$ cat src/rtl/mpu_seq.sv
// mpu_seq: instruction sequencer placed directly in front of mpu_alu.
// It fetches 32-bit instruction words over a strobe/ack bus and decodes them.
// Operands come from a local 8x64 register file and are presented to the ALU
// as registered values. After the ALU settles, the result is written back and
// the flags are latched. Execution continues until a HALT instruction.
//
// Ports:
//   sys_clk, sys_rst     clock, asynchronous active-high reset
//   start, start_pc      begin execution (accepted only in IDLE or DONE)
//   busy, done, pc       status and program counter
//   i_adr/i_stb/i_dat/i_ack  instruction fetch bus
//   h_we/h_adr/h_dat     host register write (dropped while busy)
//   h_rdat               registered host read of reg[h_adr]
//   alu_*                registered operands/control to the ALU
//   alu_res, alu_flags   combinational ALU results
//   flags                flags of the last executed ALU instruction
module mpu_seq #(
    parameter int PC_W = 8
) (
    input  logic            sys_clk,
    input  logic            sys_rst,
    input  logic            start,
    input  logic [PC_W-1:0] start_pc,
    output logic            busy,
    output logic            done,
    output logic [PC_W-1:0] pc,
    output logic [PC_W-1:0] i_adr,
    output logic            i_stb,
    input  logic [31:0]     i_dat,
    input  logic            i_ack,
    input  logic            h_we,
    input  logic [2:0]      h_adr,
    input  logic [63:0]     h_dat,
    output logic [63:0]     h_rdat,
    output logic [3:0]      alu_op,
    output logic [1:0]      alu_size,
    output logic [63:0]     alu_o0,
    output logic [63:0]     alu_o1,
    output logic [63:0]     alu_o2,
    output logic [2:0]      alu_s0,
    output logic [2:0]      alu_s1,
    output logic [2:0]      alu_s2,
    output logic [2:0]      alu_sres,
    input  logic [63:0]     alu_res,
    input  logic [7:0]      alu_flags,
    output logic [7:0]      flags
);

    typedef enum logic [2:0] {
        S_IDLE,
        S_FETCH,
        S_DECODE,
        S_EXEC,
        S_WB,
        S_DONE
    } state_t;

    state_t      state;
    logic [31:0] ir;
    logic [63:0] regs [0:7];
    logic [63:0] res_q;
    logic [7:0]  flg_q;

    logic [3:0]  ir_op;
    logic [1:0]  ir_size;
    logic [2:0]  ir_rd, ir_ra, ir_rb, ir_rc;
    logic [2:0]  ir_s0, ir_s1, ir_s2, ir_sres;
    logic        unused_rsvd;

    assign ir_op    = ir[31:28];
    assign ir_size  = ir[27:26];
    assign ir_rd    = ir[25:23];
    assign ir_ra    = ir[22:20];
    assign ir_rb    = ir[19:17];
    assign ir_rc    = ir[16:14];
    assign ir_s0    = ir[13:11];
    assign ir_s1    = ir[10:8];
    assign ir_s2    = ir[7:5];
    assign ir_sres  = ir[4:2];
    // Bits [1:0] are reserved and have no effect on execution.
    assign unused_rsvd = ^ir[1:0];

    // The fetch address always tracks the program counter.
    assign i_adr = pc;

    always_ff @(posedge sys_clk or posedge sys_rst) begin
        if (sys_rst) begin
            state    <= S_IDLE;
            busy     <= 1'b0;
            done     <= 1'b0;
            i_stb    <= 1'b0;
            pc       <= '0;
            flags    <= '0;
            h_rdat   <= '0;
            ir       <= '0;
            res_q    <= '0;
            flg_q    <= '0;
            alu_op   <= '0;
            alu_size <= '0;
            alu_o0   <= '0;
            alu_o1   <= '0;
            alu_o2   <= '0;
            alu_s0   <= '0;
            alu_s1   <= '0;
            alu_s2   <= '0;
            alu_sres <= '0;
            for (int unsigned i = 0; i < 8; i++) regs[i] <= '0;
        end else begin
            h_rdat <= regs[h_adr];
            case (state)
                S_IDLE, S_DONE: begin
                    // A host write and a start in the same cycle both take effect.
                    if (h_we) regs[h_adr] <= h_dat;
                    if (start) begin
                        pc    <= start_pc;
                        busy  <= 1'b1;
                        done  <= 1'b0;
                        i_stb <= 1'b1;
                        state <= S_FETCH;
                    end
                end
                S_FETCH: begin
                    if (i_ack) begin
                        ir    <= i_dat;
                        i_stb <= 1'b0;
                        state <= S_DECODE;
                    end
                end
                S_DECODE: begin
                    case (ir_op)
                        4'h0: begin
                            pc    <= pc + 1'b1;
                            i_stb <= 1'b1;
                            state <= S_FETCH;
                        end
                        4'hF: begin
                            busy  <= 1'b0;
                            done  <= 1'b1;
                            state <= S_DONE;
                        end
                        default: begin
                            alu_op   <= ir_op;
                            alu_size <= ir_size;
                            alu_o0   <= regs[ir_ra];
                            alu_o1   <= regs[ir_rb];
                            alu_o2   <= regs[ir_rc];
                            alu_s0   <= ir_s0;
                            alu_s1   <= ir_s1;
                            alu_s2   <= ir_s2;
                            alu_sres <= ir_sres;
                            state    <= S_EXEC;
                        end
                    endcase
                end
                S_EXEC: begin
                    res_q <= alu_res;
                    flg_q <= alu_flags;
                    state <= S_WB;
                end
                S_WB: begin
                    regs[ir_rd] <= res_q;
                    flags       <= flg_q;
                    pc          <= pc + 1'b1;
                    i_stb       <= 1'b1;
                    state       <= S_FETCH;
                end
                default: begin
                    busy  <= 1'b0;
                    done  <= 1'b0;
                    i_stb <= 1'b0;
                    state <= S_IDLE;
                end
            endcase
        end
    end

endmodule

$ cat config.mk
export PLATFORM = sky130hd
export DESIGN_NAME = mpu_seq
export DESIGN_NICKNAME = d
export VERILOG_FILES = /design/src/rtl/mpu_seq.sv
export SDC_FILE = /design/constraint.sdc
export NUM_CORES = 2
export LEC_CHECK = 0
export BUFFER_PORTS_ARGS = -buffer_cell sky130_fd_sc_hd__buf_2
export CORE_ASPECT_RATIO = 1.4
export CORE_MARGIN = 3
export CORE_UTILIZATION = 60
export CTS_CLUSTER_DIAMETER = 150
export DETAILED_ROUTE_END_ITERATION = 12
export PLACE_DENSITY = 0.8
export SLEW_MARGIN = 10
export SYNTH_ARGS = -nofsm -noshare
export SYNTH_HDL_FRONTEND = slang
export SYNTH_SLANG_ARGS = --single-unit
$ cat constraint.sdc
create_clock -name sys_clk -period 40.8 [get_ports sys_clk]
set_input_delay 8.16 -clock sys_clk [delete_from_list [all_inputs] [get_ports sys_clk]]
set_output_delay 8.16 -clock sys_clk [all_outputs]
set_load 0.1 [all_outputs]
# Word level (Yosys, flattened, before mapping)
# Index checks and enable logic that the tools add are counted.
totals:
  regBits: 912
  wordCells: 106
op_classes:
  addsub: 1
  order_cmp: 7
  n_eq_ne: 11
  n_mux: 36
  bitwise_logic: 8
  reduce_logical: 16
ops:
  columns: ["cell", "count"]
  rows:
  - ["512-bit bitwise mux", 2]
  - ["512-bit one-hot mux with 2 select lines", 1]
  - ["64-bit binary-select mux with 3-bit select", 4]
  - ["64-bit 2-to-1 mux", 10]
  - ["512-bit 2-to-1 mux", 1]
  - ["64-bit demux with 3-bit select", 2]
  - ["8-bit one-hot mux with 3 select lines", 1]
  - ["4-bit >= comparator, second input constant", 5]
  - ["3-bit NOT with 4-bit output", 5]
  - ["8-bit 2-to-1 mux", 2]
  - ["3-bit one-hot mux with 5 select lines", 1]
  - ["2-bit != test, second input constant", 5]
  - ["8-bit by 1-bit adder with 8-bit output, second input constant", 1]
  - ["4-bit by 1-bit < comparator with 1-bit output, second input constant", 2]
  - ["2-bit AND reduction", 4]
  - ["3-bit by 2-bit == test with 1-bit output, second input constant", 2]
  - ["3-bit == test, second input constant", 2]
  - ["1-bit 2-to-1 mux", 6]
  - ["3-bit 2-to-1 mux", 2]
  - ["1-bit one-hot mux with 3 select lines", 2]
  - ["3-bit one-hot mux with 2 select lines", 1]
  - ["3-bit AND reduction", 2]
  - ["1-bit one-hot mux with 5 select lines", 1]
  - ["4-bit == test, second input constant", 1]
  - ["10 further kinds", 14]

# Longest topological paths before layout
depth:
  word_depth: 8
  depth_mapped: 9
  depth_no_buf: 4

# Worst setup path before layout
# No wires, ideal clock.
synth_timing:
  path_kind: "input port to flip-flop"
  start: "input port h_adr[0]"
  end: "register h_rdat[15]"
  setup_ps: 137
  arrival_time_ps: 9853
  t_required_ps: 40663
  slack_ps: 30809
  stages: 7
  path_buffers: 4
  path_cell_list: "buf_2 buf_2 clkbuf_1 buf_2 mux2_2 a221oi_1 o22ai_1"
synth_between:
  elab_chain_cells: 4
synth_lines:
  columns: ["item", "line_no", "text"]
  rows:
  - ["start, declared", "32", "input logic [2:0] h_adr,"]
  - ["3-bit NOT with 4-bit output (implied by the code)", "109", "h_rdat <= regs[h_adr];"]
  - ["64-bit binary-select mux with 3-bit select", "109", null]
  - ["64-bit 2-to-1 mux (implied by the code) (2 in a row)", "109", null]
  - ["end signal, assigned", "109", null]
  - ["end, declared", "34", "output logic [63:0] h_rdat,"]
# Every way passes these cells. The select of a mux whose other input is x is not followed.
# A chain may end at the register's enable or synchronous reset.

# Worst setup path in the final report
layout_timing:
  start: "input port h_adr[0]"
  end: "register regs[319] in the netlist's numbering"
layout_between:
  elab_chain_cells: 8
  word_cells_on_any_way: 9
layout_lines:
  columns: ["item", "line_no", "text"]
  rows:
  - ["3-bit NOT with 4-bit output (implied by the code) *", "113", "if (h_we) regs[h_adr] <= h_dat;"]
  - ["4-bit >= comparator (implied by the code) / 4-bit by 1-bit < comparator with 1-bit output (equally long branches)", "113", null]
  - ["1-bit logical AND (implied by the code)", "113", null]
  - ["64-bit 2-to-1 mux (implied by the code)", "113", null]
  - ["64-bit demux with 3-bit select *", "113", null]
  - ["512-bit bitwise mux *", "113", null]
  - ["512-bit 2-to-1 mux *", "113", null]
  - ["512-bit one-hot mux with 2 select lines *", "110", "case (state)"]
  - ["end signal, assigned by index", "113", null]
  - ["end signal, assigned by index", "161", "regs[ir_rd] <= res_q;"]
  - ["end, declared", "60", "logic [63:0] regs [0:7];"]
# Mark *: on every way between the ends. The rest lies on a longest branch, timed or not. The select of a mux whose other input is x is not followed.

==> results.toml <==
[place]
port_buffers = 482
gp_congestion = 0.885
dp_slack_ns = 28.45
placed_cell_area_um2 = 56200
dp_hpwl_mm = 111

[synthesis]
synthFlopType = "dfrtp_1"
yosysWarningCount = 0
synthesis.area_um2 = 53700
synthArstFlopShare_pct = 100
yosysUniqueCellTypes = 57
synth_nets = 4394
seq_area_frac_synth_pct = 42.4
syn_avg_cell_area_um2 = 12.7
netlist_instances = 4209
ys_ff_latch = 910
synth_edf_count = 0

[pwr]
p_comb_share_pct = 47.2
peakVddDrop_uv = 70.3
clockPowerShare_pct = 18.9
p_sw_share_pct = 46.6
seqPwrFrac_pct = 33.9
net-switching-power_mw = 2.21
p_total_mw = 4.75
p_per_area_nw_per_um2 = 79.9
leakagePower_nw = 26.7
power.internal_mw = 2.54

[drt]
firstDrtPassIters = 6
wl_per_cell_um = 34.4
drc = 0
route.vias.total = 43000
routed_wl_mm = 193
drt_iter0_drc = 6345
drtAntennaViolNets = 0
via_per_inst = 7.68

[worst_setup_path]
path_max_fanout = 61
slowest_stage = "nor3_4"
crit_path_cell_trace = "buf_6, buf_4, inv_1, nor3_4, buf_4, a22o_1, mux2_2"
slowest_delay_ns = 0.91
worst_setup_path_start_kind = "primary input"
path_class = "primary input to register"
cp.arrival_ns = 12.69
crit_top_cell = "buf_4"
worst_setup_path_end_kind = "register"
worstPathRequired_ns = 41.44

[floorplanning]
chipHeight_um = 360
die_w_um = 259
die-area_um2 = 93100
initial_core_util_pct = 60.7
core_area_um2 = 88400
rows = 129
io_pins = 485

[global_route]
grt_start_max_net_pins = 113
antenna_found_initial = 36
grt_pass1_vias = 43200
grt_use_total_pct = 41.1
grt_first_pass_wirelength_mm = 282
grt_overflow_total = 0

[job]
cap_violations = 0

[sta]
finalSetupTns_ns = 0
finalHoldViolCount = 0
finClkSkew_ns = 0.0468
fin_crit_ns = 12.04
relSlewSlack_pct = 15.6
final_max_slew_viol_count = 0
setup_ws_ns = 28.76
min_period_over_period_pct = 29.5
tightest_slew_ns = 1.27
finalSetupViolCount = 0
fmax_mhz = 83.0
rsz0062_at_grt = "no"

[clock_tree]
root_buffer = "clkbuf_16"
cts_setup_buffers = 0
cts_resized = 0
cts.path.max_buffers = 3
path_clk_slew_ns = 0.07
clk_latency_ns = 0.72
cts_sinks = 910
hold_buffers = 0
cts_tree = "yes"
cts_max_level = 3
cts_buffers = 90

[cells_and_area]
num-nets-final = 4510
design_area_um2 = 59400
drive_gt1_share_pct = 42.1
multiInputGateArea_um2 = 28800
area.growth.synth_to_final_pct = 10.7
n_fill_cell = 6496
regArea_um2 = 22800

[hold_path]
hold_class = "register to register"

[status]
status = "complete, no violations"
layer usage:
layer  part of all wire, %  track usage [%]
met5                 0.090            0.360
met4                   9.5             32.5
met3                    14             13.9
met2                    44             60.0
met1                    33             49.9
registers in the layout (all words and copies together) (netlist names), 30 cells and up:
signal and count:
alu_o2 64, res_q 64, alu_o0 64, ir 30
h_rdat 64, regs 512, alu_o1 64
cell families (layout without fill, tap and decap cells):
| kind of cell | Yosys count | in the layout | share of synthesized area, % |
|---|---|---|---|
| adders and majority gates | 1 | 1 | 0.0233 |
| and+or+nand+nor | 464 | 464 | 3.89 |
| DFF | 910 | 910 | 42.4 |
| buffers and inverters | 550 | 739 | 4.34 |
| muxes | 1294 | 1294 | 35.1 |
| other | 0 | 27 | 0 |
| AOI/OAI and AO/OA | 990 | 990 | 14.3 |
power by group through the flow:
stage,Sequential (mW),Clock [mW],Combinational [mW]
3_3_place_gp,1.57,0,2.16
3_5_place_dp,1.60,0,2.20
4_1_cts,1.58,0.901,2.21
6_report,1.61,0.897,2.24
5_1_grt,1.64,0.938,2.31
2_1_floorplan,1.89,0,1.31
synth_stat cells (6+ instances only):
master       n  share of area [%]
o221ai_1     9               0.15
mux2_2     671                 14
inv_1        7              0.049
o211ai_1     6              0.084
buf_2      111                1.0
mux2_1       8               0.17
and2_1      71               0.83
nand2_1    307                2.1
mux4_2     400                 17
a22oi_1     66               0.92
o2bb2ai_1    7               0.11
nor2_1      25               0.17
a221o_1     12               0.22
a22o_1     519                8.5
a221oi_1    71                1.2
o21ai_0    235                2.2
clkbuf_1   260                1.8
a21oi_1     27               0.25
nor3b_1      7              0.098
buf_4        9               0.13
nand3_1     18               0.17
nor2b_1      6              0.070
mux2i_1    215                4.0
dfrtp_1    910                 42
o22ai_1      6              0.070
buf_1      151                1.1
buf_6       12               0.25
final timing paths:
path                               start         end  slack, ns  depth (start not counted)
worst max register to register  state[0]    regs[54]      36.53                          6
worst max-delay path            h_adr[0]   regs[319]      28.76                          7
min in group asynchronous        sys_rst  alu_o0[52]       7.61                          2
worst min-delay path              ir[12]   alu_s0[1]       0.46                          2
worst min register to register    ir[12]   alu_s0[1]       0.46                          2
max in group asynchronous        sys_rst   regs[476]      30.01                          5
per-stage QoR:
step | cells | util [%] | hold slack [ns]
after global placement | 5412 | 63.5 | 0.448
after CTS | 5577 | 67.1 | 0.460
final | 5604 | 67.2 | 0.460
after detailed placement | 5412 | 63.5 | 0.447
after floorplan | 4209 | - | 0.433
after global routing | 5591 | 67.1 | 0.483
layout by cell type, fill, tap and decap left out, types with 16 or more instances in the layout:
master / count
and2_1: 65
buf_2: 479
nor2_1: 19
buf_4: 84
a22o_1: 519
clkbuf_16: 92
mux4_2: 400
mux2i_1: 215
a221oi_1: 71
o21ai_0: 235
clkinv_2: 16
a21oi_1: 27
diode_2: 27
nand3_1: 17
nand2_1: 306
dfrtp_1: 901
mux2_2: 671
a22oi_1: 66
critical path: cells and delay by family:
family	cells	cell delay (ns)
AND/OR/NAND/NOR	1	0.91
multiplexers	1	0.14
AO/OA/AOI/OAI	1	0.25
buffers and inverters	4	3.10
final cells by class:
cell class                 count  share of cell area [%]
antenna                       27                   0.114
inverter                       7                  0.0569
clock buffer                 117                    4.29
multi-input combinational   2749                    48.4
timing repair buffer         567                    5.22
tap                         1179                    2.48
clock inverter                48                    1.02
sequential                   910                    38.4
Power figures use the tool's default switching activity.
